==> src/rtl/keypad_scan_fifo.sv <==
// Matrix keypad front end: one-cold column sweep, two-flop row synchroniser,
// whole-sweep debounce with ghost rejection, and a key-code FIFO with sticky overflow.
module keypad_scan_fifo #(
    parameter int ROWS       = 4,
    parameter int COLS       = 4,
    parameter int SCAN_DIV   = 8,
    parameter int DEBOUNCE   = 3,
    parameter int FIFO_DEPTH = 4,
    localparam int CW        = $clog2(ROWS * COLS)
) (
    input  logic            clk,
    input  logic            rst,
    output logic [COLS-1:0] key_col,
    input  logic [ROWS-1:0] key_row,
    output logic            key_valid,
    output logic [CW-1:0]   key_code,
    input  logic            key_ready,
    output logic            key_held,
    output logic            overflow,
    input  logic            clr_ovf
);
    localparam int NK  = ROWS * COLS;
    localparam int DW  = $clog2(SCAN_DIV);
    localparam int CIW = $clog2(COLS);
    localparam int PW  = $clog2(FIFO_DEPTH);

    typedef enum logic [1:0] {
        CLS_NONE,
        CLS_KEY,
        CLS_MULTI
    } cls_t;

    logic [DW-1:0]   dwell;
    logic [CIW-1:0]  col_idx;
    logic [ROWS-1:0] row_s1;
    logic [ROWS-1:0] row_s2;
    logic [NK-1:0]   snap;
    logic [NK-1:0]   snap_next;
    logic            sample;
    logic            sweep_end;

    cls_t            cls_kind;
    logic            cls_is_key;
    logic [CW-1:0]   cls_code;

    logic            cand_key;
    logic [CW-1:0]   cand_code;
    logic [3:0]      stable_cnt;
    logic [3:0]      cnt_next;
    logic            deb_key;
    logic [CW-1:0]   deb_code;
    logic            accept;
    logic            push;

    logic [CW-1:0]   mem [FIFO_DEPTH];
    logic [PW:0]     wr_ptr;
    logic [PW:0]     rd_ptr;
    logic            full;
    logic            empty;
    logic            pop;
    logic            wr_en;
    logic            ovf_set;

    assign sample    = (dwell == DW'(SCAN_DIV - 1));
    assign sweep_end = sample && (col_idx == CIW'(COLS - 1));

    always_comb begin
        key_col = '1;
        for (int unsigned i = 0; i < COLS; i++)
            if (col_idx == CIW'(i)) key_col[i] = 1'b0;
    end

    always_ff @(posedge clk or negedge rst) begin
        if (!rst) begin
            dwell   <= '0;
            col_idx <= '0;
            row_s1  <= '0;
            row_s2  <= '0;
            snap    <= '1;
        end else begin
            row_s1 <= key_row;
            row_s2 <= row_s1;
            if (sample) begin
                dwell   <= '0;
                col_idx <= (col_idx == CIW'(COLS - 1)) ? '0 : col_idx + CIW'(1);
                snap    <= snap_next;
            end else begin
                dwell <= dwell + DW'(1);
            end
        end
    end

    // The sweep-end classification must include the column being sampled this
    // cycle, so it works on the snapshot as it will look after this edge.
    always_comb begin
        snap_next = snap;
        for (int unsigned k = 0; k < NK; k++)
            if (CIW'(k % COLS) == col_idx) snap_next[k] = row_s2[k / COLS];

        cls_kind = CLS_NONE;
        cls_code = '0;
        for (int unsigned k = 0; k < NK; k++)
            if (!snap_next[k]) begin
                cls_kind = (cls_kind == CLS_NONE) ? CLS_KEY : CLS_MULTI;
                cls_code = CW'(k);
            end
    end

    assign cls_is_key = (cls_kind == CLS_KEY);

    always_comb begin
        cnt_next = 4'd1;
        if ((cls_is_key == cand_key) && (cls_code == cand_code))
            cnt_next = (stable_cnt >= 4'(DEBOUNCE)) ? stable_cnt : stable_cnt + 4'd1;
        accept = sweep_end && (cls_kind != CLS_MULTI) && (cnt_next == 4'(DEBOUNCE)) &&
                 ((cls_is_key != deb_key) || (cls_code != deb_code));
        push   = accept && cls_is_key;
    end

    always_ff @(posedge clk or negedge rst) begin
        if (!rst) begin
            cand_key   <= 1'b0;
            cand_code  <= '0;
            stable_cnt <= '0;
            deb_key    <= 1'b0;
            deb_code   <= '0;
        end else if (sweep_end && (cls_kind != CLS_MULTI)) begin
            cand_key   <= cls_is_key;
            cand_code  <= cls_code;
            stable_cnt <= cnt_next;
            if (accept) begin
                deb_key  <= cls_is_key;
                deb_code <= cls_code;
            end
        end
    end

    assign key_held = deb_key;

    assign empty     = (wr_ptr == rd_ptr);
    assign full      = (wr_ptr[PW] != rd_ptr[PW]) && (wr_ptr[PW-1:0] == rd_ptr[PW-1:0]);
    assign key_valid = !empty;
    assign pop       = key_valid && key_ready;
    // A pop frees the head slot in the same cycle, so a full FIFO still accepts.
    assign wr_en     = push && (!full || pop);
    assign ovf_set   = push && full && !pop;
    assign key_code  = empty ? '0 : mem[rd_ptr[PW-1:0]];

    always_ff @(posedge clk) begin
        if (wr_en) mem[wr_ptr[PW-1:0]] <= cls_code;
    end

    always_ff @(posedge clk or negedge rst) begin
        if (!rst) begin
            wr_ptr   <= '0;
            rd_ptr   <= '0;
            overflow <= 1'b0;
        end else begin
            if (wr_en) wr_ptr <= wr_ptr + (PW + 1)'(1);
            if (pop)   rd_ptr <= rd_ptr + (PW + 1)'(1);
            if (ovf_set)      overflow <= 1'b1;
            else if (clr_ovf) overflow <= 1'b0;
        end
    end

endmodule

==> config.mk <==
export PLATFORM = sky130hd
export DESIGN_NAME = keypad_scan_fifo
export DESIGN_NICKNAME = d
export VERILOG_FILES = /design/src/rtl/keypad_scan_fifo.sv
export SDC_FILE = /design/constraint.sdc
export NUM_CORES = 1
export LEC_CHECK = 0
export BUFFER_PORTS_ARGS = -buffer_cell sky130_fd_sc_hd__buf_2
export CAP_MARGIN = 15
export CORE_UTILIZATION = 35
export DETAILED_ROUTE_END_ITERATION = 10
export SETUP_SLACK_MARGIN = 0.1
export SLEW_MARGIN = 20
export SYNTH_ARGS = -nofsm -noshare
export SYNTH_HDL_FRONTEND = slang
export SYNTH_SLANG_ARGS = --single-unit
==> constraint.sdc <==
create_clock -name clk -period 5.7 [get_ports clk]
set_input_delay 0 -clock clk [delete_from_list [all_inputs] [get_ports clk]]
set_output_delay 0 -clock clk [all_outputs]
set_load 0.01 [all_outputs]
---- Word level (Yosys, flattened, before mapping) ----
Memory sizes are Yosys's and may differ from the RTL's.
Index checks and enable logic that the tools add are counted.
Widths: inputs -> output; s select.
storage, ports and cells
  flip-flop bits (word level) ............. 50
  memory bits (writable) .................. 16
  word-level logic and storage cells ...... 146
  memories kept ........................... 1
memory list
  memory  words  width  read ports  clocked after memory_dff  write ports  line  RTL
  mem     4      4      1           0                         1            55    logic [CW-1:0] mem [FIFO_DEPTH];
cells by class
  add/subtract/negate cells ............... 5
  $lt $le $gt $ge ......................... 1
  eq/ne operators ......................... 17
  multiplexer cells ....................... 75
  reductions and logical operators ........ 34
operator list
  cell                 count
  $mux 4               17
  $mux 2               31
  $logic_not 2->1      16
  $mux 1               26
  $logic_and 1x1->1    11
  $add 3x1->3 const B  3
  $add 4x1->4 const B  1
  $eq 2x1->1 const B   2
  $eq 2x2->1 const A   2
  $eq 2x2->1 const B   2
  $eq 4x2->1 const B   1
  $eq 4x4->1           1
  $ge 4x2->1 const B   1
  $ne 4x4->1           1
  $eq 3x3->1           1
  $eq 3x3->1 const B   1
  $logic_not 1->1      3
  $mux 3               1
  $add 2x1->2 const B  1
  $eq 1x2->1 const A   1
  $eq 2x2->1           1
  $logic_or 1x1->1     2
  $ne 1x1->1           2
  $ne 2x2->1 const B   1
  3 further kinds      3

---- Longest topological paths before layout ----
Gate-level depths: netlist of run 1.
  depth after elaboration ................. 59
  gate-level depth with buffers ........... 18
  depth with buffers taken out ............ 16

---- Worst setup path before layout of run 1 ----
Ideal clock, no wire load.
  kind .................................... register -> register
  from .................................... reg col_idx[1]
  to ...................................... mem mem[0][0] (netlist name), enable pin
  arrival ................................. 3.808 ns
  required time ........................... 5.391 ns
  path slack .............................. 1.583 ns
  stages on the path, launching flop included .. 15
  buffers on the path ..................... 1
  clock period less this slack ............ 4.117 ns
  cell sequence ........................... dfrtp_1 > inv_1 > ha_1 > buf_2 > mux2i_1 > ha_1 > or4_1 > a21oi_1 > a211o_1 > nand3_1 > o22a_2 > or4_4 > a21oi_4 > and3_4 > and2_1
between the ends
  cells in the longest elaborated chain, start to end .. 59
  elaborated cells on any way between the ends .. 100
  classes of those cells .................. eq/ne (11); mux (65); reduce/logical (24)
RTL lines
  element                           line  RTL
  start: declaration                34    logic [CIW-1:0] col_idx;
  start signal: assignment          85    col_idx <= (col_idx == CIW'(COLS - 1)) ? '0 : col_idx + CIW'(1);
  $logic_not 2->1                   98    if (CIW'(k % COLS) == col_idx) snap_next[k] = row_s2[k / COLS];
  $mux 1                            98
  $mux 1                            103   if (!snap_next[k]) begin
  $logic_not 2->1                   104   cls_kind = (cls_kind == CLS_NONE) ? CLS_KEY : CLS_MULTI;
  $mux 2                            104
  $mux 2                            103
  $logic_not 2->1                   104
  $mux 2                            104
  (+42 left out)                    --
  $logic_and 1x1->1                 113   if ((cls_is_key == cand_key) && (cls_code == cand_code))
  $mux 4                            113
  $eq 4x2->1                        115   accept = sweep_end && (cls_kind != CLS_MULTI) && (cnt_next == 4'(DEBOUNCE)) &&
  $logic_and 1x1->1 (2 in a row)    115
  $logic_and 1x1->1 (*)             117   push = accept && cls_is_key;
  $logic_and 1x1->1 (*)             145   assign wr_en = push && (!full || pop);
  $mux 1 (*)                        150   if (wr_en) mem[wr_ptr[PW-1:0]] <= cls_code;
  $mux 1 (implied by the code) (*)  150
  end: declaration                  55
Mark *: on every way between the ends. The rest lies on a longest branch, timed or not.

---- Worst setup path in the final report of run 1 ----
  from .................................... reg col_idx[1]
  to ...................................... mem mem[1][3] (netlist name), enable pin
between the ends
  elaborated cells on any way between the ends .. 100
  classes of those cells .................. eq/ne (11); mux (65); reduce/logical (24)
RTL lines
  element                           line  RTL
  $eq 1x2->1 (*)                    98
  $mux 1 (*)                        98
  via snap_next[1]                  38    logic [NK-1:0] snap_next;
  $mux 2                            103
  $logic_not 2->1                   104
  $mux 2                            104
  $mux 2                            103
  $logic_not 2->1                   104
  (+40 left out)                    --
  $logic_and 1x1->1                 113
  $mux 4                            113
  $eq 4x2->1                        115
  $logic_and 1x1->1 (2 in a row)    115
  $logic_and 1x1->1 (*)             117
  $logic_and 1x1->1 (*)             145
  $mux 1 (*)                        150
  $mux 1 (implied by the code) (*)  150
The timed path passes the listed nets; every way through them passes the cells marked *.

==> impl_metrics.ini, run 1 <==
[worst_setup_path]
cp.required_ns = 5.72
crit_start = col_idx[1]$_DFFE_PN0P_
r2r_slack_ns = 0.82
reg2reg_from = col_idx[1]$_DFFE_PN0P_
crit_type = register to register
cp_max_fo = 15
reg2reg_to = mem[1][3]$_DFFE_PP_
cpPeakStageDelay_ns = 0.56
critPathArrivalTime_ns = 4.90
crit_chain = inv_1 > ha_1 > mux2i_1 > inv_1 > ha_1 > nand3b_1 > o2bb2ai_1 > nor4_1 > nand3_1 > a211o_1 > nand3_1 > nor2_1 > a221o_1 > a21oi_4 > and3_4 > and2_1
slowest_stage = ha_1
endpoint_kind = register
crit_path_start_kind = register
r2r_cells = 16
crit_path_end = mem[1][3]$_DFFE_PP_

[sta]
hold_viol = 0
holdWs_ns = 0.308
max_freq_mhz = 205
relSlewSlack = 0.476
slew_viol_final = 0
setup_violations = 0
max_slew.worst_pin.slew_ns = 0.786
period_share = 0.856
tns_ns = 0
rsz0062_at_grt = no
layout_min_cycle_time_ns = 4.88
fin_skew_ns = 0.00559

[synth]
yosys-top-cells-area = dfrtp_1 21%, edfxtp_1 12%, dfstp_2 11%, mux2_2 4.5%, ha_1 4.4%
yosys_most_used_dff = dfrtp_1
synth-seq-area-share = 0.439
ys.warnings.count = 0
async_flop_share = 0.758
synth-edff-count = 16
postSynthAreaPerCell_sq_um = 10.8
synth_top_area_cell = dfrtp_1
syn_area_sq_um = 3990
synth_top_cell_area_share = 0.213
synth_cells = 371
syn-num-nets = 393
ys_ff_latch = 66
ys_types = 73

[drt]
wl_per_cell_um = 15.7
vias = 2947
drt_iter0_markers = 211
wl_met1_um = 4150
wl_met2_um = 3930
vias_per_cell = 5.43
routed_wl_um = 8510
dr.pass1.iters = 4
wl_met3_um = 291
drc = 0
top_layer = met4
ant_nets = 0

[placed_design]
port_buffers = 18
post-place-cells = 520
post_dp_cell_area_sq_um = 4180
globalplace.congestion = 0.879
dp_hpwl_um = 6070

[clock_network]
root_buffer = clkbuf_16
clockBufferDepth = 2
clkSinkCount = 66
postCtsSetupBuffers = 0
cts-buffers-inserted = 9
cts_max_level = 3
cts.clk_slew.worst_paths_ns = 0.06
clk_latency_ns = 0.33
cts_resized = 0
hold_buffers = 7
cts_tree = done

[worst_hold_path]
hp-class = input pin to async pin

[finish]
final_cells = 543
drive_gt1_frac = 0.246
area_growth_pct = 14.6
insertedDiodeCount = 0
fin_area_sq_um = 4570
layout_common_cells = 34 x dfrtp_1, 29 x nor2_1, 28 x nand2_1
num-nets-final = 420
final_common_cell = dfrtp_1

[global_route]
track_usage = 0.161
grt_pass1_wl_um = 14800
grt_max_degree = 51
grt_pass1_vias = 2932
gr-total-overflow = 0
grt_antenna_before_repair = 0

[die]
die-width_um = 109
rows = 38
die_y_um = 109
die_area_sq_um = 11800
coreArea_sq_um = 11000
start_util = 0.363
io_pins = 19

[flow_run]
cap_violations = 0

[power]
powerDensity_nw_per_um2 = 290
p_leak_nw = 1.78
vdd_drop_max_mv = 0.178

[outcome]
status = finished clean
==> sequential cells by signal, summed over array words and instances, names as in the netlist <==
register,flops
overflow,1
key_held,1
dwell,3
wr_ptr,3
row_s2,4
col_idx,2
cand_code,4
snap,16
deb_code,4
rd_ptr,3
cand_key,1
stable_cnt,4
mem,16
row_s1,4
==> metal layers <==
layer | vias up | global-route usage
met2 | 69 | 0.252
met3 | 12 | 0.0287
li1 | 1429 | -
met5 | - | 0
met1 | 1437 | 0.224
met4 | 0 | 0.0550
==> how the worst min path moves through the flow <==
| stage | slack (ns) | endpoint |
|---|---|---|
| 3_3_place_gp | 0.11 | row_s1[0]$_DFF_PN0_ |
| 4_1_cts | 0.30 | row_s1[1]$_DFF_PN0_ |
| 3_5_place_dp | 0.11 | row_s1[1]$_DFF_PN0_ |
| 2_1_floorplan | -0.30 | cand_code[0]$_DFFE_PN0P_ |
| 5_1_grt | 0.32 | row_s1[3]$_DFF_PN0_ |
| 6_report | 0.31 | row_s1[0]$_DFF_PN0_ |
==> final cells by class <==
type | instances | area (sq um)
Inverter | 19 | 71.3
Clock buffer | 9 | 225
Fill cell | 1035 | 6410
Timing Repair Buffer | 30 | 198
Tap cell | 140 | 175
Sequential cell | 66 | 1750
Multi-Input combinational cell | 272 | 2050
Clock inverter | 7 | 101
==> report_power, final <==
group          leakage (nW)  internal [mW]  switching [mW]
clock                 0.152          0.386           0.213
sequential            0.710          0.509          0.0354
combinational         0.913         0.0908          0.0912
total                  1.78          0.986           0.339
==> through the flow <==
stage                     power, mW  utilization  setup slack (ns)
after floorplan               0.676            -              1.58
after global placement        0.728        0.380              1.10
after detailed placement      0.732        0.380             0.900
after CTS                      1.34        0.416             0.885
after global routing           1.39        0.416             0.468
final                          1.32        0.416             0.823
==> cell usage after synthesis, types with 3 or more instances <==
master and instances:
and3_1 3, mux2_1 4, o211ai_1 5, dfrtp_1 34, xnor2_1 14, a21oi_1 19, buf_6 3, a31oi_1 5
nand4_1 6, or4_1 3, o21ai_1 3, and2_1 3, mux4_2 4, nor3_1 3, mux2_2 16, dfstp_2 16
o21ai_0 19, clkbuf_1 5, o22a_1 3, nand2_1 28, nand3_1 8, mux2i_1 12, o22ai_1 3, nor2_1 29
inv_1 19, mux2_4 3, ha_1 14, clkbuf_8 4, nor2b_1 5, a211oi_1 3, o21a_1 3, nor4_1 6
edfxtp_1 16
==> kinds of logic after synthesis <==
kind of cell / count (synthesis) / share of synthesized area
xor gates and xnor gates: 16 / 0.0351
DFF: 66 / 0.439
muxes: 40 / 0.126
adders and majority gates: 15 / 0.0464
AOI/OAI and AO/OA: 89 / 0.158
buffers and inverters: 33 / 0.0473
and+or+nand+nor: 112 / 0.148
==> critical path: cells and delay by family, from the launching register on <==
kind,cells,cell delay [ns]
fa+ha+maj,2,0.81
mux,1,0.37
simple gates,7,1.50
flops,1,0.39
buf+inv,2,0.19
compound gates,4,1.32
Power figures use the tool's default switching activity.
==> run 2, diff against run 1 <==
CELL_PAD_IN_SITES_DETAIL_PLACEMENT = 2   (was not set)
CELL_PAD_IN_SITES_GLOBAL_PLACEMENT = 2   (was not set)
PLACE_DENSITY_LB_ADDON = 0.1   (was not set)
RECOVER_POWER = 100   (was not set)
clock period = 6.1 ns   (was 5.7 ns; I/O delays follow)
==> run 2 against run 1 <==
The flow now finishes with violations (capacitance limit, slew limit). Sequential power down 6.6%. Setup slack improved by 0.30 ns. Power decreased by 6.7%. Die area unchanged. Clock power is 7.0% lower. Largest cell class unchanged.
==> impl_metrics.ini, run 2 (synthesis gave the netlist of run 1 again) <==
[outcome]
status = complete, but fails checks
violations = capacitance limit, slew limit

[placed_design]
post_dp_cell_area_sq_um = 4180
post-place-cells = 520
port_buffers = 18
globalplace.congestion = 0.797
dp_hpwl_um = 7540

[clock_network]
clk_latency_ns = 0.34
cts_max_level = 3
root_buffer = clkbuf_16
cts-buffers-inserted = 9
clockBufferDepth = 2
cts.clk_slew.worst_paths_ns = 0.06
clkSinkCount = 66
cts_resized = 0
cts_tree = done

[worst_setup_path]
crit_path_start_kind = register
reg2reg_from = col_idx[0]$_DFFE_PN0P_
critPathArrivalTime_ns = 5.00
cp_max_fo = 15
reg2reg_to = mem[1][2]$_DFFE_PP_
r2r_cells = 15
cp.required_ns = 6.12
r2r_slack_ns = 1.12
endpoint_kind = register
crit_path_end = mem[1][2]$_DFFE_PP_
crit_start = col_idx[0]$_DFFE_PN0P_
crit_type = register to register

[power]
p_leak_nw = 1.73
powerDensity_nw_per_um2 = 274
clock_power_share = 0.450
p_switching_mw = 0.327
comb_power_share = 0.137
seqPwrFrac = 0.412
intPower_mw = 0.909
vdd_drop_max_mv = 0.265
switching_share = 0.265

[finish]
drive_gt1_frac = 0.196
num-nets-final = 420
layout_common_cells = 34 x dfrtp_1, 29 x nor2_1, 28 x nand2_1
area_growth_pct = 13.1
final_cells = 543
insertedDiodeCount = 0
final_common_cell = dfrtp_1
fin_area_sq_um = 4510

[sta]
layout_min_cycle_time_ns = 4.98
relSlewSlack = -0.891
setup_violations = 0
tns_ns = 0
fin_skew_ns = 0.00552
rsz0062_at_grt = no
slew_viol_final = 51
max_freq_mhz = 201
hold_viol = 0
period_share = 0.816
max_slew.worst_pin.slew_ns = 2.84
holdWs_ns = 0.298

[drt]
vias = 2985
drc = 0
routed_wl_um = 10600
vias_per_cell = 5.50
dr.pass1.iters = 4
ant_nets = 0
wl_per_cell_um = 19.5
drt_iter0_markers = 89

[die]
coreArea_sq_um = 11000
rows = 38
start_util = 0.363
io_pins = 19
die_y_um = 109
die_area_sq_um = 11800
die-width_um = 109

[global_route]
grt_pass1_wl_um = 17400
track_usage = 0.198
grt_antenna_before_repair = 0
grt_max_degree = 51
gr-total-overflow = 0
grt_pass1_vias = 3208

[flow_run]
cap_violations = 1

[worst_hold_path]
hp-class = input pin to register
## run 2: power groups by stage
stage	clock network, mW	registers, mW	logic (mW)
floorplan	0	0.499	0.133
global placement	0	0.517	0.168
detailed placement	0	0.517	0.173
CTS	0.575	0.510	0.178
global route	0.591	0.515	0.191
finish	0.556	0.509	0.170
## run 2: worst min path at each step
stage	start	end	slack (ns)	cells past startpoint
floorplan	rst	cand_code[0]$_DFFE_PN0P_	-0.30	0
global placement	key_row[1]	row_s1[1]$_DFF_PN0_	0.11	1
detailed placement	key_row[1]	row_s1[1]$_DFF_PN0_	0.11	1
CTS	key_row[1]	row_s1[1]$_DFF_PN0_	0.28	2
global route	key_row[1]	row_s1[1]$_DFF_PN0_	0.29	2
finish	key_row[1]	row_s1[1]$_DFF_PN0_	0.30	2
## run 2: through the flow
step	utilization	setup WS [ns]	total power, mW
final	0.411	1.12	1.24
after global routing	0.411	0.692	1.30
after CTS	0.416	1.17	1.26
after detailed placement	0.380	1.17	0.691
after global placement	0.380	1.36	0.685
after floorplan	-	1.98	0.632
## run 2: worst max-delay path, cell delays in order, from the launching register on
cell	delay [ns]
dfrtp_1	0.40
inv_1	0.13
ha_1	0.53
mux2i_1	0.35
ha_1	0.35
inv_1	0.12
nor3_1	0.07
nor4_1	0.44
nand3_1	0.20
a211o_1	0.42
nand3_1	0.15
nor2_1	0.07
a221o_1	0.39
a21oi_4	0.38
and3_1	0.34
and2_0	0.30
## run 2: layer usage
metal,vias up,global-route usage,part of all wire
met4,0,0.0502,0.011
met5,-,0,0
met3,8,0.0562,0.026
met1,1518,0.268,0.50
li1,1425,-,-
met2,34,0.309,0.46
## run 2: area by class of cell
cell class	count	area [sq um]
flip-flops and latches	66	1750
clock inverters	5	58.8
well taps	140	175
inverters	19	71.3
clock buffers	11	264
fillers	1182	6470
multi-input cells	272	2020
repair buffers	30	169
## run 2: repair_timing
item,in CTS,in global routing
setup endpoints to repair,0,0
hold buffers,7,0
hold endpoints to repair,41,0
setup buffers,0,0
==> run 3, diff against run 2 <==
clock period = 4.37 ns   (was 6.1 ns; I/O delays follow)
==> run 3 against run 2 <==
The flow still finishes with violations (capacitance limit, slew limit). Critical path depth did not move. Sequential share of layout area fell by 1.8 points. Clock skew rose by 0.0045 ns. Sequential power rose by 40%. Clock power rose by 42%. Die area did not move. Final area rose by 4.8%. Count of clock-buffer cells in the layout fell by 1. Sequential cell count did not move.
==> impl_metrics.ini, run 3 (synthesis gave the netlist of run 1 again) <==
[finish]
layout_common_cells = 34 x dfrtp_1, 29 x nor2_1, 28 x nand2_1
insertedDiodeCount = 0
area_growth_pct = 18.6
final_cells = 560
drive_gt1_frac = 0.269
num-nets-final = 437
final_common_cell = dfrtp_1

[flow_run]
cap_violations = 1

[drt]
dr.pass1.iters = 4
drt_iter0_markers = 92
ant_nets = 0
vias_per_cell = 5.48
top_layer = met4
drc = 0
wl_met3_um = 296
routed_wl_um = 11100
vias = 3067
wl_per_cell_um = 19.8
wl_met2_um = 5130
wl_met1_um = 5500

[worst_setup_path]
slowest_stage = or4_4
critPathArrivalTime_ns = 4.40
cp_max_fo = 6
reg2reg_from = col_idx[0]$_DFFE_PN0P_
r2r_cells = 15
endpoint_kind = register
cpPeakStageDelay_ns = 0.52
cp.required_ns = 4.60
crit_path_start_kind = register
crit_start = col_idx[0]$_DFFE_PN0P_
crit_chain = inv_2 > ha_4 > mux2i_4 > ha_1 > inv_1 > maj3_1 > a22o_2 > nand3_1 > nand3_1 > o22a_2 > or4_4 > a21oi_4 > clkbuf_4 > clkbuf_2 > mux2_2
cpMostUsedCell = nand3_1
crit_type = register to register

[worst_hold_path]
holdPathStages = 2
holdCritStartpoint = key_row[1]
hp-class = input pin to register

[clock_network]
cts_tree = done
clockBufferDepth = 2
cts-buffers-inserted = 9
cts.clk_slew.worst_paths_ns = 0.06
clkSinkCount = 66
clk_latency_ns = 0.35
root_buffer = clkbuf_16
cts_max_level = 3

[global_route]
grt_antenna_before_repair = 0
grt_pass1_vias = 3352
grt_pass1_wl_um = 18100
track_usage = 0.207
gr-total-overflow = 0
grt_max_degree = 51

[power]
powerDensity_nw_per_um2 = 370
finalPower_mw = 1.75
vdd_drop_max_mv = 0.283
p_leak_nw = 1.83

[die]
start_util = 0.363
die-width_um = 109
die_y_um = 109
coreArea_sq_um = 11000
die_area_sq_um = 11800
io_pins = 19
rows = 38

[sta]
setup_violations = 0
max_slew.worst_pin.slew_ns = 2.78
hold_viol = 0
rsz0062_at_grt = no
max_freq_mhz = 240
period_share = 0.953
slew_viol_final = 51
layout_min_cycle_time_ns = 4.16
fin_skew_ns = 0.0101
relSlewSlack = -0.852

[outcome]
violations = capacitance limit, slew limit
status = complete, but fails checks

[placed_design]
globalplace.congestion = 0.796
dp_hpwl_um = 7960
port_buffers = 18
post-place-cells = 533
-- run 3: final cells by class --
cell class                 instances  area [sq um]
fill                            1160          6250
multi-input combinational        272          2120
sequential                        66          1750
timing repair buffer              47           295
clock buffer                      10           229
tap                              140           175
clock inverter                     6          90.1
inverter                          19          71.3
-- run 3: repair_timing --
item,4_1_cts,5_1_grt
gates resized for setup,5,15
setup endpoints to repair,18,30
pin swaps,1,5
hold buffers,7,0
setup buffers,3,1
hold endpoints to repair,41,0
-- run 3: worst max-delay path, delay by kind of cell (launching register included) --
kind,cells,cell delay [ns]
adder cells (fa/ha/maj),3,0.99
AND/OR/NAND/NOR,3,0.78
multiplexers,2,0.55
buffers and inverters,4,0.54
AO/OA/AOI/OAI,3,0.77
flip-flops,1,0.44
-- run 3: path summary, 6_finish.rpt --
check                      slack (ns)                        end
max                              0.21   cand_code[0]$_DFFE_PN0P_
min                              0.30        row_s1[1]$_DFF_PN0_
max reg2reg                      0.21   cand_code[0]$_DFFE_PN0P_
min reg2reg                      0.34        row_s2[1]$_DFF_PN0_
max in group asynchronous        1.61  stable_cnt[2]$_DFFE_PN0P_
min in group asynchronous        1.16      wr_ptr[1]$_DFFE_PN0P_
-- run 3: metal layers --
layer / vias to the layer above / GRT usage
met4: 0 / 0.0714
met1: 1563 / 0.278
met3: 16 / 0.0526
li1: 1454 / -
met5: - / 0
met2: 34 / 0.324
-- run 3: per-stage QoR --
| stage | setup TNS (ns) | hold WS, ns | worst slack, ns | area, sq um | utilization |
|---|---|---|---|---|---|
| 2_1_floorplan | 0 | -0.296 | 0.253 | 3990 | - |
| 3_3_place_gp | 0 | 0.110 | 0.171 | 4270 | 0.389 |
| 3_5_place_dp | -0.301 | 0.110 | -0.0442 | 4270 | 0.389 |
| 4_1_cts | 0 | 0.285 | 0.102 | 4700 | 0.428 |
| 5_1_grt | 0 | 0.300 | 0.0640 | 4730 | 0.431 |
| 6_report | 0 | 0.299 | 0.206 | 4730 | 0.431 |
-- run 3: where the power goes --
group | switching [mW] | internal, mW | total (mW) | leakage, nW
Combinational | 0.130 | 0.117 | 0.248 | 0.967
Clock | 0.289 | 0.501 | 0.790 | 0.153
Sequential | 0.0489 | 0.665 | 0.713 | 0.710
Total | 0.468 | 1.28 | 1.75 | 1.83
